[config.mk]
export PLATFORM = sky130hd
export DESIGN_NAME = arb_id_return_router
export DESIGN_NICKNAME = d
export VERILOG_FILES = /design/src/rtl/arb_id_return_router.sv
export SDC_FILE = /design/constraint.sdc
export NUM_CORES = 1
export LEC_CHECK = 0
export CORE_AREA = 5 5 122 89
export DETAILED_ROUTE_END_ITERATION = 6
export DIE_AREA = 0 0 127 94
export PLACE_DENSITY = 0.77
export SYNTH_ARGS = -nofsm -noshare
export SYNTH_HDL_FRONTEND = slang
export SYNTH_SLANG_ARGS = --single-unit
[constraint.sdc]
create_clock -name clk_i -period 4.06 [get_ports clk_i]
set_input_delay 0.609 -clock clk_i [delete_from_list [all_inputs] [get_ports clk_i]]
set_output_delay 0.609 -clock clk_i [all_outputs]
set_load 0.01 [all_outputs]
[src/rtl/arb_id_return_router.sv]
`default_nettype none
// ============================================================================
// arb_id_return_router: registers arbitrated requests for one slave, tracks
// issued indices in an in-order ID FIFO and routes responses back one-hot.
// Optional macro: ARB_ID_ROUTER_ERR_CNT_EN (saturating dropped-response count)
// Revision: 1.0
// ============================================================================
module arb_id_return_router #(
  parameter int NumIn          = 8,
  parameter int DataWidth      = 32,
  parameter int RspWidth       = 32,
  parameter int MaxOutstanding = 4,
  parameter int IdxWidth       = $clog2(NumIn)
) (
  input  logic                 clk_i,
  input  logic                 rst_i,
  input  logic                 flush_i,
  input  logic                 arb_req_i,
  output logic                 arb_gnt_o,
  input  logic [DataWidth-1:0] arb_data_i,
  input  logic [IdxWidth-1:0]  arb_idx_i,
  output logic                 slv_req_o,
  input  logic                 slv_gnt_i,
  output logic [DataWidth-1:0] slv_data_o,
  input  logic                 slv_rsp_valid_i,
  input  logic [RspWidth-1:0]  slv_rsp_data_i,
  output logic [NumIn-1:0]     rsp_valid_o,
  output logic [RspWidth-1:0]  rsp_data_o,
  output logic                 err_o,
  output logic [7:0]           err_cnt_o
);

  localparam int PtrW = (MaxOutstanding > 1) ? $clog2(MaxOutstanding) : 1;
  localparam int CntW = $clog2(MaxOutstanding) + 1;
  localparam logic [CntW-1:0] CntFull = CntW'(MaxOutstanding);
  localparam logic [PtrW-1:0] PtrLast = PtrW'(MaxOutstanding - 1);

  logic                 reg_valid_q, reg_valid_d;
  logic [DataWidth-1:0] reg_data_q;
  logic [IdxWidth-1:0]  reg_idx_q;
  logic [IdxWidth-1:0]  fifo_q [MaxOutstanding];
  logic [PtrW-1:0]      wr_ptr_q, wr_ptr_d, rd_ptr_q, rd_ptr_d;
  logic [CntW-1:0]      cnt_q, cnt_d;
  logic [NumIn-1:0]     rsp_valid_q, rsp_valid_d;
  logic [RspWidth-1:0]  rsp_data_q;
  logic                 err_q;

  logic fifo_full, fifo_empty, push, pop, orphan, load;

  function automatic logic [PtrW-1:0] ptr_inc(input logic [PtrW-1:0] p);
    return (p == PtrLast) ? '0 : p + 1'b1;
  endfunction

  assign fifo_full  = (cnt_q == CntFull);
  assign fifo_empty = (cnt_q == '0);
  assign slv_req_o  = reg_valid_q & ~fifo_full;
  assign push       = slv_req_o & slv_gnt_i;
  assign arb_gnt_o  = ~reg_valid_q | push;
  assign load       = arb_req_i & arb_gnt_o;
  // A response arriving while empty is an orphan even if a push lands this cycle.
  assign pop        = slv_rsp_valid_i & ~fifo_empty;
  assign orphan     = slv_rsp_valid_i & fifo_empty;

  always_comb begin
    reg_valid_d = reg_valid_q;
    if (load)      reg_valid_d = 1'b1;
    else if (push) reg_valid_d = 1'b0;
    wr_ptr_d    = push ? ptr_inc(wr_ptr_q) : wr_ptr_q;
    rd_ptr_d    = pop  ? ptr_inc(rd_ptr_q) : rd_ptr_q;
    cnt_d       = cnt_q;
    case ({push, pop})
      2'b10:   cnt_d = cnt_q + 1'b1;
      2'b01:   cnt_d = cnt_q - 1'b1;
      default: cnt_d = cnt_q;
    endcase
    rsp_valid_d = pop ? (NumIn'(1) << fifo_q[rd_ptr_q]) : '0;
    if (flush_i) begin
      reg_valid_d = 1'b0;
      wr_ptr_d    = '0;
      rd_ptr_d    = '0;
      cnt_d       = '0;
      rsp_valid_d = '0;
    end
  end

  always_ff @(posedge clk_i or posedge rst_i) begin
    if (rst_i) begin
      reg_valid_q <= 1'b0;
      reg_data_q  <= '0;
      reg_idx_q   <= '0;
      wr_ptr_q    <= '0;
      rd_ptr_q    <= '0;
      cnt_q       <= '0;
      rsp_valid_q <= '0;
      rsp_data_q  <= '0;
      err_q       <= 1'b0;
    end else begin
      reg_valid_q <= reg_valid_d;
      wr_ptr_q    <= wr_ptr_d;
      rd_ptr_q    <= rd_ptr_d;
      cnt_q       <= cnt_d;
      rsp_valid_q <= rsp_valid_d;
      if (load && !flush_i) begin
        reg_data_q <= arb_data_i;
        reg_idx_q  <= arb_idx_i;
      end
      if (pop && !flush_i) rsp_data_q <= slv_rsp_data_i;
      if (orphan)          err_q      <= 1'b1;
    end
  end

  always_ff @(posedge clk_i) begin
    if (push && !flush_i) fifo_q[wr_ptr_q] <= reg_idx_q;
  end

`ifdef ARB_ID_ROUTER_ERR_CNT_EN
  logic [7:0] err_cnt_q;

  always_ff @(posedge clk_i or posedge rst_i) begin
    if (rst_i)                           err_cnt_q <= 8'd0;
    else if (orphan && err_cnt_q != 8'hFF) err_cnt_q <= err_cnt_q + 8'd1;
  end

  assign err_cnt_o = err_cnt_q;
`else
  assign err_cnt_o = 8'd0;
`endif

  assign slv_data_o  = reg_data_q;
  assign rsp_valid_o = rsp_valid_q;
  assign rsp_data_o  = rsp_data_q;
  assign err_o       = err_q;

endmodule
`default_nettype wire

==> out/results.txt <==
Insertion delay to the later sink of the worst-skew pair - 0.33 ns
Clock root cell - clkbuf_16
Worst R2R Path Depth - 5
Max Freq - 390 MHz
Reg-to-reg endpoint - cnt_q[2]$_DFFE_PP0P_
Sequential area share after synthesis - 62.8%
Leakage power - 2.42 nW
Routed len/inst - 15.9 um
Final setup viols - 0
Outcome - complete, no violations
PortBufs - 147
Register Area - 0.00246 mm2
Post-synth EDFFs - 12
NetSw - 0.000937 W
Seq pwr share - 40.3%
Starting DRT DRC Count - 82
Share of synthesized registers carrying an async set or reset - 87.5%
Routability cong. - 0.757
Post-route ant nets - 0
Drt total wl - 8.41 mm
Nets@finish - 476
Vias per std cell - 4.57
Synth top area share - 53.6%
Final hold vios - 0
Hold path startpoint - err_o$_DFFE_PP0P_
First-pass GRT wire length - 13.4 mm
Layout cell share with drive strength beyond 1 - 23.9%
Number of synthesized register bits - 96
Crit. End Element - output pin
RSZ-0062 raised after global routing - false
# diodes - 0
Worst Setup Path Type - flop to output pin
FILL cells - 779
Post-Syn Instances - 245
Maximum clock insertion buffer count - 2
DRC viols - 0
Area of the multi-input gates - 0.00134 mm2
Vias in the first global route - 2620
Synthesized area - 0.00392 mm2
Worst Hold Class - flop to flop
FF-to-FF Start - cnt_q[2]$_DFFE_PP0P_
Worst-Margin Slew - 0.626 ns
Clock power frac - 24.8%
Ys Warns - 0
Post-CTS Hold Buffers - 0
Maximum VDD drop - 0.301 mV
Clock skew - 0.00559 ns
Clock slew at reported path FFs - 0.06 ns
Fin crit period - 2.56 ns
Period Utilization, post-route - 63.1%
Area Overhead vs Synth - 47.5%
Critical path launch point type - flop
Overflow after GRT - 0
Max_slew headroom - 58.2%
DR pass1 iterations - 4
Setup TNS - 0 ns
Fin Hold WS - 0.455 ns
Io pins - 156
Synth Flop Type - dfrtp_1
Cell with the most instances after synthesis - dfrtp_1
Maxcap violations - 0
Pin count of the biggest net entering global routing - 36
Flop2flop setup slack - 1.93 ns
GRT Total Usage - 14.5%
Die width - 127 um
Synth top cells by count - dfrtp_1 (84), mux2_2 (58), nor2_1 (15)
Post-CTS Setup Bufs - 0
Synth top area cells - dfrtp_1 (54%), mux2_2 (17%), edfxtp_1 (9.2%)
Die Ht - 94 um
Area of the die - 0.0119 mm2
Cts repair resizes - 0
Clk sinks - 96
Data required, critical path - 3.45 ns
Post-DP HPWL - 6.40 mm
Max Fanout on Critical Path - 5
Via count - 2423
Core ar. - 0.00953 mm2
CTS tree - done
Power Dens Cells - 605 mW/mm2
Unique masters post-synth - 34
Max Slew Vio Count - 0
Hold EP - err_o$_DFFE_PP0P_
Synth Area per Inst - 16.0 um2
Combinational power share - 34.8%
Num CTS Buffers - 9
Starting Density - 41.1%
CTS HTree Levels - 3
Initial antenna violation count - 0
Hold path cells - 1
Pint - 0.00256 W
Row cnt - 30
Switching share of power - 26.8%
Cell taking the most area after synthesis - dfrtp_1
WP data arrival - 1.95 ns
[power groups by stage]
stage	clock network, W	logic [W]	registers [W]
after floorplan	0	0.000491	0.00152
after global placement	0	0.00122	0.00141
after detailed placement	0	0.00124	0.00143
after CTS	0.000906	0.00124	0.00142
after global routing	0.000940	0.00131	0.00145
final	0.000869	0.00122	0.00141
[worst max-delay path by stage]
| stage | cells after the start | startpoint | end |
|---|---|---|---|
| 3_3_place_gp | 3 | flush_i | slv_data_o[9]$_DFFE_PP0P_ |
| 5_1_grt | 3 | cnt_q[1]$_DFFE_PP0P_ | arb_gnt_o |
| 6_report | 3 | cnt_q[1]$_DFFE_PP0P_ | arb_gnt_o |
| 3_5_place_dp | 3 | flush_i | slv_data_o[6]$_DFFE_PP0P_ |
| 4_1_cts | 3 | cnt_q[1]$_DFFE_PP0P_ | arb_gnt_o |
| 2_1_floorplan | 1 | rst_i | cnt_q[0]$_DFFE_PP0P_ |
[area by class of cell]
type / count / area share, %
clock inverters: 6 / 1.45
clock buffers: 10 / 3.96
inverters: 4 / 0.281
well taps: 128 / 2.77
multi-input cells: 136 / 23.1
flip-flops and latches: 96 / 42.6
repair buffers: 150 / 25.8
[state kept, by name, indices dropped and copies added, names as in the netlist, 2 cells and up]
| name | count |
|---|---|
| cnt_q | 3 |
| rd_ptr_q | 2 |
| rsp_data_o | 32 |
| rsp_valid_o | 8 |
| wr_ptr_q | 2 |
| reg_idx_q | 3 |
| slv_data_o | 32 |
| fifo_q | 12 |
[critical path, stage by stage, from the launching register on]
cell             delay [ns]
dfrtp_1                0.44
or3b_4                 0.44
a21bo_2                0.26
clkdlybuf4s50_1        0.48
[per-layer routing]
layer / track usage [%] / routed length (um) / share of wire, %
met1: 17.2 / 3560 / 42
met2: 22.1 / 3750 / 45
met3: 8.35 / 1010 / 12
met4: 5.36 / 92 / 1.1
met5: 0 / 0 / 0
[cells by family after synthesis]
family	share of synthesized area (%)
AOI/OAI and AO/OA	1.18
xor gates and xnor gates	0.223
adders and majority gates	2.11
buffers and inverters	3.96
DFF	62.8
muxes	23.9
other	0.0957
and+or+nand+nor	5.75
[placed cells by master, fill, tap and decap left out, types with 2 or more instances in the layout]
cell type / instances
a21oi_1: 2
and2_1: 5
buf_4: 3
bufinv_16: 2
clkbuf_16: 9
clkdlybuf4s50_1: 147
clkinv_1: 2
conb_1: 8
dfrtp_1: 84
edfxtp_1: 12
ha_1: 5
inv_1: 3
mux2_2: 58
mux2_4: 11
mux2i_1: 5
mux4_2: 3
nand2_1: 2
nand2b_1: 5
nor2_1: 15
nor2b_1: 3
nor3_1: 2
[per-stage QoR]
| stage | instances | power [W] | setup slack, ns | util, % | area (um2) |
|---|---|---|---|---|---|
| floorplan | 252 | 0.00201 | 1.29 | - | 3950 |
| global placement | 514 | 0.00263 | 1.57 | 57.3 | 5470 |
| detailed placement | 514 | 0.00267 | 1.49 | 57.3 | 5470 |
| CTS | 530 | 0.00357 | 1.47 | 60.6 | 5780 |
| global route | 530 | 0.00370 | 1.41 | 60.6 | 5780 |
| finish | 530 | 0.00350 | 1.50 | 60.6 | 5780 |
Note: power is estimated with default switching activity, not from simulation.
